===== config.mk =====
export PLATFORM = sky130hd
export DESIGN_NAME = digit_scan_ctrl
export DESIGN_NICKNAME = d
export VERILOG_FILES = /design/src/rtl/digit_scan_ctrl_pkg.sv /design/src/rtl/digit_scan_ctrl_scan_timer.sv /design/src/rtl/digit_scan_ctrl.sv
export SDC_FILE = /design/constraint.sdc
export NUM_CORES = 1
export LEC_CHECK = 0
export ABC_CLOCK_PERIOD_IN_PS = 3300
export BUFFER_PORTS_ARGS = -buffer_cell sky130_fd_sc_hd__buf_2
export CORE_UTILIZATION = 50
export DETAILED_ROUTE_END_ITERATION = 8
export PLACE_DENSITY = 0.79
export SLEW_MARGIN = 20
export SYNTH_ARGS = -nofsm -noshare
export SYNTH_HDL_FRONTEND = slang
export SYNTH_SLANG_ARGS = --single-unit

===== constraint.sdc =====
create_clock -name clk -period 3.3 [get_ports clk]
set_clock_uncertainty 0.2 [all_clocks]
set_input_delay 0.33 -clock clk [delete_from_list [all_inputs] [get_ports clk]]
set_output_delay 0.33 -clock clk [all_outputs]
set_load 0.005 [all_outputs]

===== src/rtl/digit_scan_ctrl_pkg.sv =====
// Shared types and constants for the 4-digit display scan controller.
package digit_scan_ctrl_pkg;

  typedef enum logic [1:0] {ST_IDLE, ST_BLANK, ST_SHOW} state_t;

  localparam logic [3:0] AN_OFF = 4'b1111;

  // Counter width able to hold 0 .. max(a,b)-1, never narrower than one bit.
  function automatic int cnt_w(input int a, input int b);
    int m;
    m = (a > b) ? a : b;
    return (m > 1) ? $clog2(m) : 1;
  endfunction

endpackage


===== src/rtl/digit_scan_ctrl_scan_timer.sv =====
// Reloadable up-counter; o_tc flags the cycle where the count equals i_lim.
module scan_timer #(
  parameter int CW = 3
) (
  input  logic          clk,
  input  logic          reset,
  input  logic          i_clr,
  input  logic [CW-1:0] i_lim,
  output logic          o_tc
);

  logic [CW-1:0] r_cnt;

  always_ff @(posedge clk) begin
    if (reset || i_clr) r_cnt <= '0;
    else                r_cnt <= r_cnt + CW'(1);
  end

  assign o_tc = (r_cnt == i_lim);

endmodule


===== src/rtl/digit_scan_ctrl.sv =====
// Scan controller: blank gap, then capture and light one digit, cycling sel 0..3.
module digit_scan_ctrl
  import digit_scan_ctrl_pkg::*;
#(
  parameter int WIDTH = 4,
  parameter int DWELL = 8,
  parameter int BLANK = 2
) (
  input  logic             clk,
  input  logic             reset,
  input  logic             en,
  input  logic [WIDTH-1:0] d0,
  input  logic [WIDTH-1:0] d1,
  input  logic [WIDTH-1:0] d2,
  input  logic [WIDTH-1:0] d3,
  input  logic [3:0]       mask,
  output logic [1:0]       sel,
  output logic [WIDTH-1:0] y,
  output logic [3:0]       an,
  output logic             frame
);

  localparam int CW = cnt_w(DWELL, BLANK);
  localparam logic [CW-1:0] LIM_BLANK = CW'(BLANK - 1);
  localparam logic [CW-1:0] LIM_DWELL = CW'(DWELL - 1);

  state_t           r_state, w_state_nxt;
  logic [1:0]       r_sel, w_sel_nxt;
  logic [WIDTH-1:0] r_y, w_y_nxt, w_dsel;
  logic [3:0]       r_an, w_an_nxt;
  logic             r_frame, w_frame_nxt;
  logic             w_clr, w_tc;
  logic [CW-1:0]    w_lim;

  scan_timer #(.CW(CW)) u_timer (
    .clk   (clk),
    .reset (reset),
    .i_clr (w_clr),
    .i_lim (w_lim),
    .o_tc  (w_tc)
  );

  always_comb begin
    case (r_sel)
      2'd0:    w_dsel = d0;
      2'd1:    w_dsel = d1;
      2'd2:    w_dsel = d2;
      default: w_dsel = d3;
    endcase
  end

  always_ff @(posedge clk) begin
    if (reset) begin
      r_state <= ST_IDLE;
      r_sel   <= 2'd0;
      r_y     <= '0;
      r_an    <= AN_OFF;
      r_frame <= 1'b0;
    end else begin
      r_state <= w_state_nxt;
      r_sel   <= w_sel_nxt;
      r_y     <= w_y_nxt;
      r_an    <= w_an_nxt;
      r_frame <= w_frame_nxt;
    end
  end

  // The timer is cleared on every interval boundary and held at zero in IDLE.
  always_comb begin
    w_state_nxt = r_state;
    w_sel_nxt   = r_sel;
    w_y_nxt     = r_y;
    w_an_nxt    = r_an;
    w_frame_nxt = 1'b0;
    w_clr       = 1'b0;
    w_lim       = LIM_DWELL;
    case (r_state)
      ST_IDLE: begin
        w_clr    = 1'b1;
        w_an_nxt = AN_OFF;
        if (en) begin
          w_state_nxt = ST_BLANK;
          w_sel_nxt   = 2'd0;
        end
      end
      ST_BLANK: begin
        w_lim = LIM_BLANK;
        if (w_tc) begin
          w_clr       = 1'b1;
          w_state_nxt = ST_SHOW;
          w_y_nxt     = w_dsel;
          w_an_nxt    = mask[r_sel] ? AN_OFF : ~(4'b0001 << r_sel);
        end
      end
      ST_SHOW: begin
        if (w_tc) begin
          w_clr       = 1'b1;
          w_an_nxt    = AN_OFF;
          w_sel_nxt   = r_sel + 2'd1;
          w_frame_nxt = (r_sel == 2'd3);
          w_state_nxt = en ? ST_BLANK : ST_IDLE;
        end
      end
      default: w_state_nxt = ST_IDLE;
    endcase
  end

  assign sel   = r_sel;
  assign y     = r_y;
  assign an    = r_an;
  assign frame = r_frame;

endmodule


---- Yosys cells after proc, flatten, opt, wreduce, memory -nomap -nowiden ----
Cells that the tools add are included.
cells by class
  reduce and logical (&&, ||, !) cells .... 11
  $add $sub $neg .......................... 2
  muxes and demuxes ....................... 18
  div/mod/pow operators ................... 0
  shift operators ......................... 1
  $lt $le $gt $ge ......................... 1
  multipliers ............................. 0
  equal/unequal tests ..................... 9
  bitwise gates (word level) .............. 3
operator list
  kind                   count
  $pmux W4 S3            2
  $mux W4                3
  $mux W2                5
  $reduce_and A3 Y1      3
  $eq A2 B2 Y1 const B   3
  $pmux W2 S3            1
  $eq A2 B1 Y1 const B   2
  $logic_not A2 Y1       2
  $ne A2 B1 Y1 const B   2
  $not A4 Y4             1
  $pmux W2 S2            1
  $shl A1 B2 Y4 const A  1
  $add A3 B1 Y3 const B  1
  $eq A3 B3 Y1           1
  $lt A2 B3 Y1 const B   1
  $mux W1                3
  $mux W3                1
  $reduce_bool A3 Y1     1
  $reduce_or A3 Y1       1
  $add A2 B1 Y2 const B  1
  $bmux W1 S2            1
  $ne A2 B2 Y1 const B   1
  $not A1 Y1             2
  $pmux W1 S2            1
  other kinds (4)        4
word-level totals
  word-level logic and storage cells ...... 51
  RAM bits ................................ 0
  memories ................................ 0
  flip-flop bits (word level) ............. 16
  latch bits .............................. 0
  output and inout bits ................... 11
  input port bits ......................... 23
  ROM bits ................................ 0

---- Longest topological paths before layout ----
Gate-level depths: netlist (run 1).
  depth in word-level cells ............... 6
  depth in mapped cells ................... 7
  gate-level depth less buffers ........... 5

---- By module ----
From an unflattened synthesis (run 1), not the netlist that was laid out.
unflattened totals
  cells, all modules ...................... 101
  area, all modules ....................... 968.4 um2
modules (own cells, without submodules)
  module           area each (um2)  seq. area each (um2)  cells an instance  times used
  digit_scan_ctrl  828.3            260.2                 89                 1
  scan_timer       140.1            60.1                  12                 1

---- Worst setup path after synthesis (run 1) ----
Ideal clock, no wire load.
  path kind ............................... reg2reg
  start point ............................. register r_state[0]
  end point ............................... register r_an[0], in the netlist an[0]
  cell stages (with the launch flop) ...... 6
  data arrival time ....................... 1.549 ns
  path slack .............................. 1.479 ns
  required time ........................... 3.028 ns
  period minus slack after synthesis ...... 1.821 ns
  buffers on the path ..................... 0
  library setup time ...................... 0.072 ns
  cells stage by stage .................... dfxtp_1 inv_1 ha_1 or2_2 a31oi_2 mux2i_1
on the way
  word-level cells in the longest chain between the ends .. 5
  elaborated cells between the ends (all ways) .. 10
  those cells by class .................... eq/ne (5); mux (2); reduce/logical (3)
RTL lines
  what                         RTL line                          source
  start: declaration           digit_scan_ctrl.sv:27             state_t r_state, w_state_nxt;
  start signal: assignment     digit_scan_ctrl.sv:60             r_state <= w_state_nxt;
  $eq A2 B1 Y1                 digit_scan_ctrl.sv:77             case (r_state)
  $mux W3                      digit_scan_ctrl.sv:77
  $eq A3 B3 Y1                 digit_scan_ctrl_scan_timer.sv:19  assign o_tc = (r_cnt == i_lim);
  $ne A2 B1 Y1 (no line)       -
  $reduce_and A3 Y1 (no line)  -
  end signal: assignment       digit_scan_ctrl.sv:63             r_an <= w_an_nxt;
  end: declaration             digit_scan_ctrl.sv:30             logic [3:0] r_an, w_an_nxt;
Several ways; a longest one is shown, not always the timed one.
A chain may end at the register's enable or synchronous reset.

---- Worst setup path in the final report (run 1) ----
  start point ............................. register r_state[0]
  end point ............................... register r_an[2], in the netlist an[2]
The elaborated chain is that of the path after synthesis.

==> flow_metrics.py, run 1 <==
metrics = {
    "outcome": {
        "status": "finished clean",
    },
    "worst_setup_path": {
        "path_class": "register to register",
        "crit_fanout": 16,
        "crit_required_ns": 3.32,
        "crit_path_end_kind": "register",
        "timing.critical_path.buf_inv": 0,
        "cp-start-kind": "register",
        "critPathMaxStageDelay_ns": 0.61,
        "cp_cell_sequence": "ha_1, nand4bb_1, a31oi_2, mux2i_1",
        "crit_slowest_cell": "nand4bb_1",
        "arrival_ns": 2.43,
        "crit_family": "simple AND/OR/NAND/NOR gates",
    },
    "die": {
        "core_sq_um": 1960,
        "initial_utilization_pct": 53.4,
        "die_w_microns": 47.8,
        "die_area_sq_um": 2280,
        "row_count": 16,
        "dieHeight_microns": 47.8,
        "io_pins": 34,
    },
    "layout": {
        "antennaDiodeCount": 0,
        "n_fill_cell": 158,
        "drive_gt1_share_pct": 33.3,
        "nNetsFinal": 172,
        "area_growth_pct": 19.5,
        "stdcell_count": 165,
    },
    "logic_synthesis": {
        "synth_seq_area_share_pct": 30.5,
        "async_flop_share_pct": 0,
        "post-synth-top-area-cell": "dfxtp_1",
        "synth_fp_nets": 140,
        "syn_area_per_cell_sq_um": 9.80,
        "yosysWarnings": 0,
        "synthTopCellsByArea": "dfxtp_1 31%, ha_1 12%, nand3b_1 6.4%, mux2i_1 5.7%, and4bb_2 4.8%",
        "synth_edf_count": 0,
        "syn_inst": 107,
        "netlist_area_sq_um": 1050,
        "synth_most_common_cell": "dfxtp_1",
        "ys_seq_elements": 16,
        "synth.distinct_cells": 35,
        "ys.flop_type": "dfxtp_1",
        "synthTopCellsByCount": "16 x dfxtp_1, 10 x ha_1, 9 x nand3b_1, 8 x nand2_1",
        "synth.top_cell.area_share_pct": 30.5,
    },
    "route": {
        "drtIter0Drc": 41,
        "vias_per_cell": 5.80,
        "drc": 0,
        "wl_per_cell_microns": 14.2,
        "vias": 957,
        "ant_nets": 0,
        "wirelength_mm": 2.35,
        "drt_pass1_iterations": 4,
    },
    "clocking": {
        "htree_levels": 1,
        "cts.repair_timing.setup_buffer_count": 0,
        "clock_sinks": 16,
        "hold_buffers": 0,
        "root_buffer": "clkbuf_4",
        "clk_latency_ns": 0.29,
        "cts_buffers": 3,
        "clock_path_buffers": 2,
        "clk_pin_slew_worst_paths_ns": 0.10,
        "cts_tree": "built",
        "cts_resized": 0,
    },
    "power": {
        "vdd_ir_drop_max_v": 0.000282,
        "powerDensity_nw_per_um2": 418,
        "leakagePower_nw": 0.552,
        "power_w": 0.000524,
    },
    "sta": {
        "drv_slew": 0,
        "setup_tns_ns": 0,
        "hold_viol_final": 0,
        "setup_violations": 0,
        "period_minus_slack_ns": 2.41,
        "tightest_slew_ns": 0.719,
        "slew_headroom_pct": 51.8,
        "max_freq_ghz": 0.414,
        "grt_setup_unrepaired": "no",
        "fin_crit_sh_pct": 73.1,
    },
    "global_route": {
        "grt_max_degree": 31,
        "grt_pass1_vias": 759,
        "globalRoute.busiestLayer": "met2",
        "grt.overflow.total": 0,
        "grtUsageMet1_pct": 23.4,
        "gr-usage-met3_pct": 3.40,
        "grtUsageMet2_pct": 36.8,
        "antenna_found_initial": 0,
        "grt_usage_pct": 20.9,
        "grt_pass1_wl_mm": 3.23,
    },
    "run": {
        "drv_cap": 0,
    },
    "place": {
        "hpwl_mm": 1.71,
        "portBuffers": 33,
        "gp_congestion": 0.774,
        "placed_cells": 161,
    },
    "hold_path": {
        "hold_path_class": "primary input to register",
    },
}
[tightest hold or removal path, stage by stage]
cell	delay [ns]
buf_2	0.10
nand2_1	0.05
o21a_1	0.11
o31ai_1	0.06
[metrics by stage]
stage	worst slack, ns	hold WS, ns	area (sq um)	util, %
2_1_floorplan	1.48	0.274	1050	-
3_3_place_gp	1.10	0.266	1220	62.0
3_5_place_dp	0.914	0.275	1220	62.0
4_1_cts	0.876	0.184	1250	63.8
5_1_grt	0.670	0.198	1250	63.8
6_report	0.887	0.196	1250	63.8
[cell usage in the layout, fill, tap and decap left out, drive strengths merged]
cell     instances
inv              6
mux2i            6
nand4            1
a32oi            1
a2111oi          1
nor2             5
a222oi           4
and4b            1
a211o            3
nand4bb          1
xnor2            1
o31ai            4
nor3             1
nand2            8
mux4             1
a21boi           1
nand3b           9
clkbuf           4
o21ai            2
buf             33
and4bb           4
or2              1
o21a             4
a31oi            2
nand4b           1
dfxtp           16
or3b             1
nand2b           2
o31a             1
o311ai           2
ha              10
nor2b            1
[flip-flops by register name, indices dropped and copies added (netlist names)]
signal         count
u_timer.r_cnt      3
r_state            2
y                  4
an                 4
sel                2
frame              1
[routing by layer]
layer	part of all wire [%]	vias to the layer above	wire length [microns]
met1	44	447	1030
li1	-	470	-
met3	5.1	4	119
met2	49	36	1160
met4	1.5	0	36
met5	0	-	0
[report_power, final]
group | switching, W | internal [W] | leakage (nW)
Combinational | 0.0000863 | 0.0000813 | 0.401
Clock | 0.0000661 | 0.0000672 | 0.0210
Sequential | 0.0000156 | 0.000207 | 0.130
[cell type report]
class	count	area (sq um)	share of cell area [%]
clock buffer	4	36.3	2.90
sequential	16	320	25.6
tap	27	33.8	2.70
inverter	6	22.5	1.80
timing repair buffer	33	165	13.2
multi-input combinational	79	674	53.8
[final timing paths]
path                                 start    end  slack (ns)  depth (start not counted)
worst max-delay path            r_state[0]  an[2]        0.89                          4
worst min-delay path                 d3[1]   y[1]        0.20                          4
worst max register to register  r_state[0]  an[2]        0.89                          4
worst min register to register        y[0]   y[0]        0.29                          2
[logic make-up (layout without fill, tap and decap cells)]
family,after synthesis,in the layout,share of synthesized area (%)
adders and majority gates,10,10,11.9
xor gates and xnor gates,1,1,0.835
muxes,7,7,7.88
DFF,16,16,30.5
buffers and inverters,12,43,5.13
AOI/OAI and AO/OA,25,25,20.0
and+or+nand+nor,36,36,23.6
No activity file was read; power rests on OpenSTA's default activity.
==> run 2, diff against run 1 <==
--- a/config.mk
+++ b/config.mk
@@ -5,11 +5,11 @@
 export SDC_FILE = /design/constraint.sdc
 export NUM_CORES = 1
 export LEC_CHECK = 0
-export ABC_CLOCK_PERIOD_IN_PS = 3300
+export ABC_CLOCK_PERIOD_IN_PS = 2500
 export BUFFER_PORTS_ARGS = -buffer_cell sky130_fd_sc_hd__buf_2
-export CORE_UTILIZATION = 50
+export CORE_UTILIZATION = 49
 export DETAILED_ROUTE_END_ITERATION = 8
-export PLACE_DENSITY = 0.79
+export PLACE_DENSITY = 0.78
 export SLEW_MARGIN = 20
 export SYNTH_ARGS = -nofsm -noshare
 export SYNTH_HDL_FRONTEND = slang
==> constraint.sdc (replaced) <==
create_clock -name clk -period 2.5 [get_ports clk]
set_clock_uncertainty 0.2 [all_clocks]
set_input_delay 0.25 -clock clk [delete_from_list [all_inputs] [get_ports clk]]
set_output_delay 0.25 -clock clk [all_outputs]
set_load 0.005 [all_outputs]
==> run 2 against run 1 <==
Clock-buffer cell count unchanged. Flip-flop and latch count unchanged. First-iteration DRC count is 9.8% lower. Setup slack got worse by 0.53 ns. Global-route usage fell by 1.5 points. Sequential power is 32% higher. Cell area increased by 0.60%. Combinational power rose by 33%. Power increased by 32%. Fmax is 13% higher. Sequential share of layout area decreased by 0.15 points.
==> flow_metrics.py, run 2 (same netlist as run 1, synthesis figures left out) <==
metrics = {
    "layout": {
        "final_common_cell": "buf_2",
        "drive_gt1_share_pct": 33.8,
        "n_fill_cell": 163,
        "multiInputGateArea_sq_um": 674,
        "area_growth_pct": 20.2,
        "layout.area.seq_sq_um": 320,
        "nNetsFinal": 173,
        "final_cell_mix": "33 x buf_2, 16 x dfxtp_1, 10 x ha_1",
        "fin_util_pct": 63.6,
        "antennaDiodeCount": 0,
    },
    "die": {
        "io_pins": 34,
        "core_sq_um": 1980,
        "dieHeight_microns": 48.3,
        "initial_utilization_pct": 52.9,
        "die_area_sq_um": 2330,
        "die_w_microns": 48.3,
        "row_count": 16,
    },
    "sta": {
        "slew_headroom_pct": 70.9,
        "max_freq_ghz": 0.467,
        "setup_tns_ns": 0,
        "drv_slew": 0,
        "period_minus_slack_ns": 2.14,
        "fin_crit_sh_pct": 85.6,
        "setup_violations": 0,
        "hold_viol_final": 0,
        "grt_setup_unrepaired": "no",
        "tightest_slew_ns": 0.434,
        "hold_ws_ns": 0.100,
    },
    "clocking": {
        "root_buffer": "clkbuf_4",
        "cts_tree": "built",
        "hold_buffers": 0,
        "clk_pin_slew_worst_paths_ns": 0.10,
        "cts_resized": 0,
        "clock_sinks": 16,
        "clock_path_buffers": 2,
        "clk_latency_ns": 0.29,
        "htree_levels": 1,
        "cts_buffers": 3,
        "cts.repair_timing.setup_buffer_count": 0,
    },
    "worst_setup_path": {
        "path_class": "register to register",
        "cp_cell_sequence": "ha_1, nand4bb_1, a31oi_2, mux2i_1",
        "crit_slowest_cell": "dfxtp_1",
        "r2r_cells": 4,
        "crit_required_ns": 2.52,
        "r2r_end": "an[3]",
        "r2r_setup_slack_ns": 0.36,
        "critPathMaxStageDelay_ns": 0.45,
        "crit_path_end_kind": "register",
        "critical_path.startpoint": "r_state[0]",
        "crit_family": "flip-flops",
        "timing.critical_path.buf_inv": 0,
        "arrival_ns": 2.15,
        "cp-start-kind": "register",
        "crit_fanout": 9,
        "r2r-start": "r_state[0]",
    },
    "power": {
        "power_w": 0.000690,
        "vdd_ir_drop_max_v": 0.000366,
        "powerDensity_nw_per_um2": 548,
        "leakagePower_nw": 0.556,
    },
    "route": {
        "wl_met1_mm": 1.01,
        "drc": 0,
        "vias_per_cell": 5.45,
        "top_layer": "met4",
        "wl_met2_mm": 1.02,
        "drt_pass1_iterations": 4,
        "ant_nets": 0,
        "wirelength_mm": 2.22,
        "wl_per_cell_microns": 13.3,
        "vias": 905,
        "drtIter0Drc": 37,
        "route.met3.wl_microns": 165,
    },
    "global_route": {
        "grt.overflow.total": 0,
        "antenna_found_initial": 0,
        "grt_pass1_wl_mm": 3.13,
        "grt_usage_pct": 19.3,
        "grt_max_degree": 31,
        "grt_pass1_vias": 730,
    },
    "place": {
        "hpwl_mm": 1.63,
        "gp_congestion": 0.875,
        "portBuffers": 33,
    },
    "outcome": {
        "status": "finished clean",
    },
    "hold_path": {
        "min_to": "y[1]",
        "hold_path_class": "primary input to register",
        "min_from": "d3[1]",
        "hold_depth": 4,
    },
    "run": {
        "drv_cap": 0,
    },
}
## run 2: cell count changes in the layout (fill, tap and decap cells not counted), sizes merged
cell / delta
buf: +1
## run 2: layout make-up
type                            instances  share of cell area, %
Clock buffer                            4                   2.88
Inverter                                6                   1.79
Multi-Input combinational cell         79                   53.5
Sequential cell                        16                   25.4
Tap cell                               27                   2.68
Timing Repair Buffer                   34                   13.7
## run 2: how the worst max path moves through the flow
stage / to / slack (ns) / depth (start not counted)
CTS: an[3] / 0.39 / 4
finish: an[3] / 0.36 / 4
global placement: an[2] / 0.59 / 5
detailed placement: an[3] / 0.43 / 4
global route: an[1] / 0.24 / 4
floorplan: an[0] / 0.68 / 5
## run 2: metal layers
layer | track usage (%) | vias up
met5 | 0 | -
met4 | 6.67 | 0
met3 | 4.81 | 2
met2 | 32.5 | 38
met1 | 23.8 | 390
li1 | - | 475
## run 2: where the power goes
part           total, W  switching [W]  leakage, nW  internal (W)
Sequential     0.000295      0.0000212        0.130      0.000274
Combinational  0.000223       0.000114        0.405      0.000109
Clock          0.000173      0.0000838       0.0210     0.0000887
Total          0.000690       0.000219        0.556      0.000471
## run 2: worst reg2reg max path, delay by kind of cell (launching register included)
family / cells / cell delay (ns)
simple gates: 1 / 0.41
mux: 1 / 0.24
compound gates: 1 / 0.44
fa+ha+maj: 1 / 0.32
flops: 1 / 0.45
## run 2: through the flow
stage               cell area, sq um  cells  setup WS [ns]
finish                          1260    166          0.361
CTS                             1260    166          0.387
floorplan                       1050    107          0.679
global route                    1260    166          0.243
detailed placement              1220    162          0.426
global placement                1220    162          0.589
==> run 3, diff against run 2 <==
--- a/config.mk
+++ b/config.mk
@@ -7,8 +7,10 @@
 export LEC_CHECK = 0
 export ABC_CLOCK_PERIOD_IN_PS = 2500
 export BUFFER_PORTS_ARGS = -buffer_cell sky130_fd_sc_hd__buf_2
+export CAP_MARGIN = 0
 export CORE_UTILIZATION = 49
 export DETAILED_ROUTE_END_ITERATION = 8
+export GPL_TIMING_DRIVEN = 0
 export PLACE_DENSITY = 0.78
 export SLEW_MARGIN = 20
 export SYNTH_ARGS = -nofsm -noshare
==> run 3 against run 2 <==
Cell area up 1.9%. Fmax rose by 4.6%. Global-route usage up 2.2 points. Sequential power hardly changed. Combinational power about the same. Flip-flop and latch count unchanged. Critical endpoint is now an[2]. Highest routed layer unchanged.
==> flow_metrics.py, run 3 (same netlist as run 1, synthesis figures left out) <==
metrics = {
    "clocking": {
        "root_buffer": "clkbuf_4",
        "htree_levels": 1,
        "clock_sinks": 16,
        "cts_resized": 0,
        "cts_tree": "built",
        "clock_path_buffers": 2,
        "hold_buffers": 0,
        "cts_buffers": 3,
        "cts.repair_timing.setup_buffer_count": 0,
        "clk_latency_ns": 0.28,
        "clk_pin_slew_worst_paths_ns": 0.10,
    },
    "worst_setup_path": {
        "crit_required_ns": 2.51,
        "r2r-start": "r_state[0]",
        "crit_slowest_cell": "dfxtp_1",
        "r2r_end": "an[2]",
        "critical_path.startpoint": "r_state[0]",
        "cp-start-kind": "register",
        "r2r_cells": 5,
        "path_class": "register to register",
        "crit_fanout": 8,
        "r2r_setup_slack_ns": 0.45,
        "arrival_ns": 2.05,
        "critPathMaxStageDelay_ns": 0.45,
        "crit_path_end_kind": "register",
        "cp_cell_sequence": "inv_1, ha_1, or2_2, a31oi_2, mux2i_1",
        "crit_end": "an[2]",
    },
    "route": {
        "ant_nets": 0,
        "vias_per_cell": 5.53,
        "drt_pass1_iterations": 4,
        "wirelength_mm": 2.25,
        "vias": 945,
        "drtIter0Drc": 19,
        "wl_per_cell_microns": 13.2,
        "drc": 0,
    },
    "global_route": {
        "grt.overflow.total": 0,
        "antenna_found_initial": 0,
        "grt_max_degree": 11,
        "grt_pass1_wl_mm": 3.51,
        "grt_pass1_vias": 823,
        "grt_usage_pct": 21.5,
    },
    "layout": {
        "antennaDiodeCount": 0,
        "n_fill_cell": 170,
        "final_cell_mix": "33 x buf_2, 16 x dfxtp_1, 10 x ha_1",
        "nNetsFinal": 178,
        "area_growth_pct": 22.4,
        "drive_gt1_share_pct": 34.0,
        "final_common_cell": "buf_2",
        "fin_util_pct": 64.8,
    },
    "die": {
        "row_count": 16,
        "io_pins": 34,
        "die_w_microns": 48.3,
        "dieHeight_microns": 48.3,
        "initial_utilization_pct": 52.9,
        "core_sq_um": 1980,
        "die_area_sq_um": 2330,
    },
    "sta": {
        "grt_setup_unrepaired": "no",
        "period_minus_slack_ns": 2.05,
        "fin_crit_sh_pct": 81.8,
        "drv_slew": 0,
        "setup_violations": 0,
        "slew_headroom_pct": 71.8,
        "max_freq_ghz": 0.489,
        "setup_tns_ns": 0,
        "hold_viol_final": 0,
        "tightest_slew_ns": 0.423,
        "hold_ws_ns": 0.119,
    },
    "outcome": {
        "status": "finished clean",
    },
    "place": {
        "portBuffers": 33,
        "hpwl_mm": 1.75,
        "gp_congestion": 0.808,
    },
    "power": {
        "powerDensity_nw_per_um2": 533,
        "leakagePower_nw": 0.568,
        "vdd_ir_drop_max_v": 0.000328,
    },
    "run": {
        "drv_cap": 0,
    },
    "hold_path": {
        "hold_path_class": "primary input to register",
        "hold_depth": 4,
    },
}
-- run 3: changes by cell type in the layout (fill, tap and decap cells not counted) --
cell / previous run / this run
clkbuf_2: 0 / 1
clkbuf_1: 0 / 3
clkbuf_4: 3 / 4
-- run 3: power by group --
part | switching, W | internal, W | total, W | leakage, nW
Sequential | 0.0000206 | 0.000274 | 0.000294 | 0.130
Clock | 0.0000792 | 0.0000885 | 0.000168 | 0.0210
Combinational | 0.000111 | 0.000111 | 0.000222 | 0.418
-- run 3: through the flow --
step | area, sq um | instances | worst slack [ns] | total power, W
after CTS | 1280 | 171 | 0.438 | 0.000692
after detailed placement | 1250 | 167 | 0.484 | 0.000523
after global placement | 1250 | 167 | 0.536 | 0.000513
after global routing | 1280 | 171 | 0.323 | 0.000737
after floorplan | 1050 | 107 | 0.679 | 0.000465
final | 1280 | 171 | 0.455 | 0.000684
-- run 3: metal layers --
metal | GRT usage (%) | wire length [microns]
met1 | 26.8 | 1070
met3 | 3.70 | 114
met4 | 7.78 | 16
met5 | 0 | 0
met2 | 36.8 | 1050
-- run 3: worst min-delay path by stage --
stage | from | endpoint | slack [ns]
after detailed placement | y[3] | y[3] | 0.27
after CTS | d3[1] | y[1] | 0.11
after global routing | d3[1] | y[1] | 0.11
after floorplan | u_timer.r_cnt[0] | u_timer.r_cnt[0] | 0.27
final | d3[1] | y[1] | 0.12
after global placement | y[0] | y[0] | 0.27
-- run 3: worst max-delay path, delay by kind of cell (launching register included) --
family,cells,cell delay (ns)
AO/OA/AOI/OAI,1,0.36
buffers and inverters,1,0.10
adder cells (fa/ha/maj),1,0.29
multiplexers,1,0.22
flip-flops,1,0.45
AND/OR/NAND/NOR,1,0.34
-- run 3: layout make-up --
type / instances / area (sq um) / area share, %
buffer: 6 / 31.3 / 2.44
inverter: 6 / 22.5 / 1.75
multi-input combinational: 79 / 674 / 52.5
tap: 27 / 33.8 / 2.63
sequential: 16 / 320 / 25.0
timing repair buffer: 33 / 165 / 12.9
clock buffer: 4 / 36.3 / 2.83
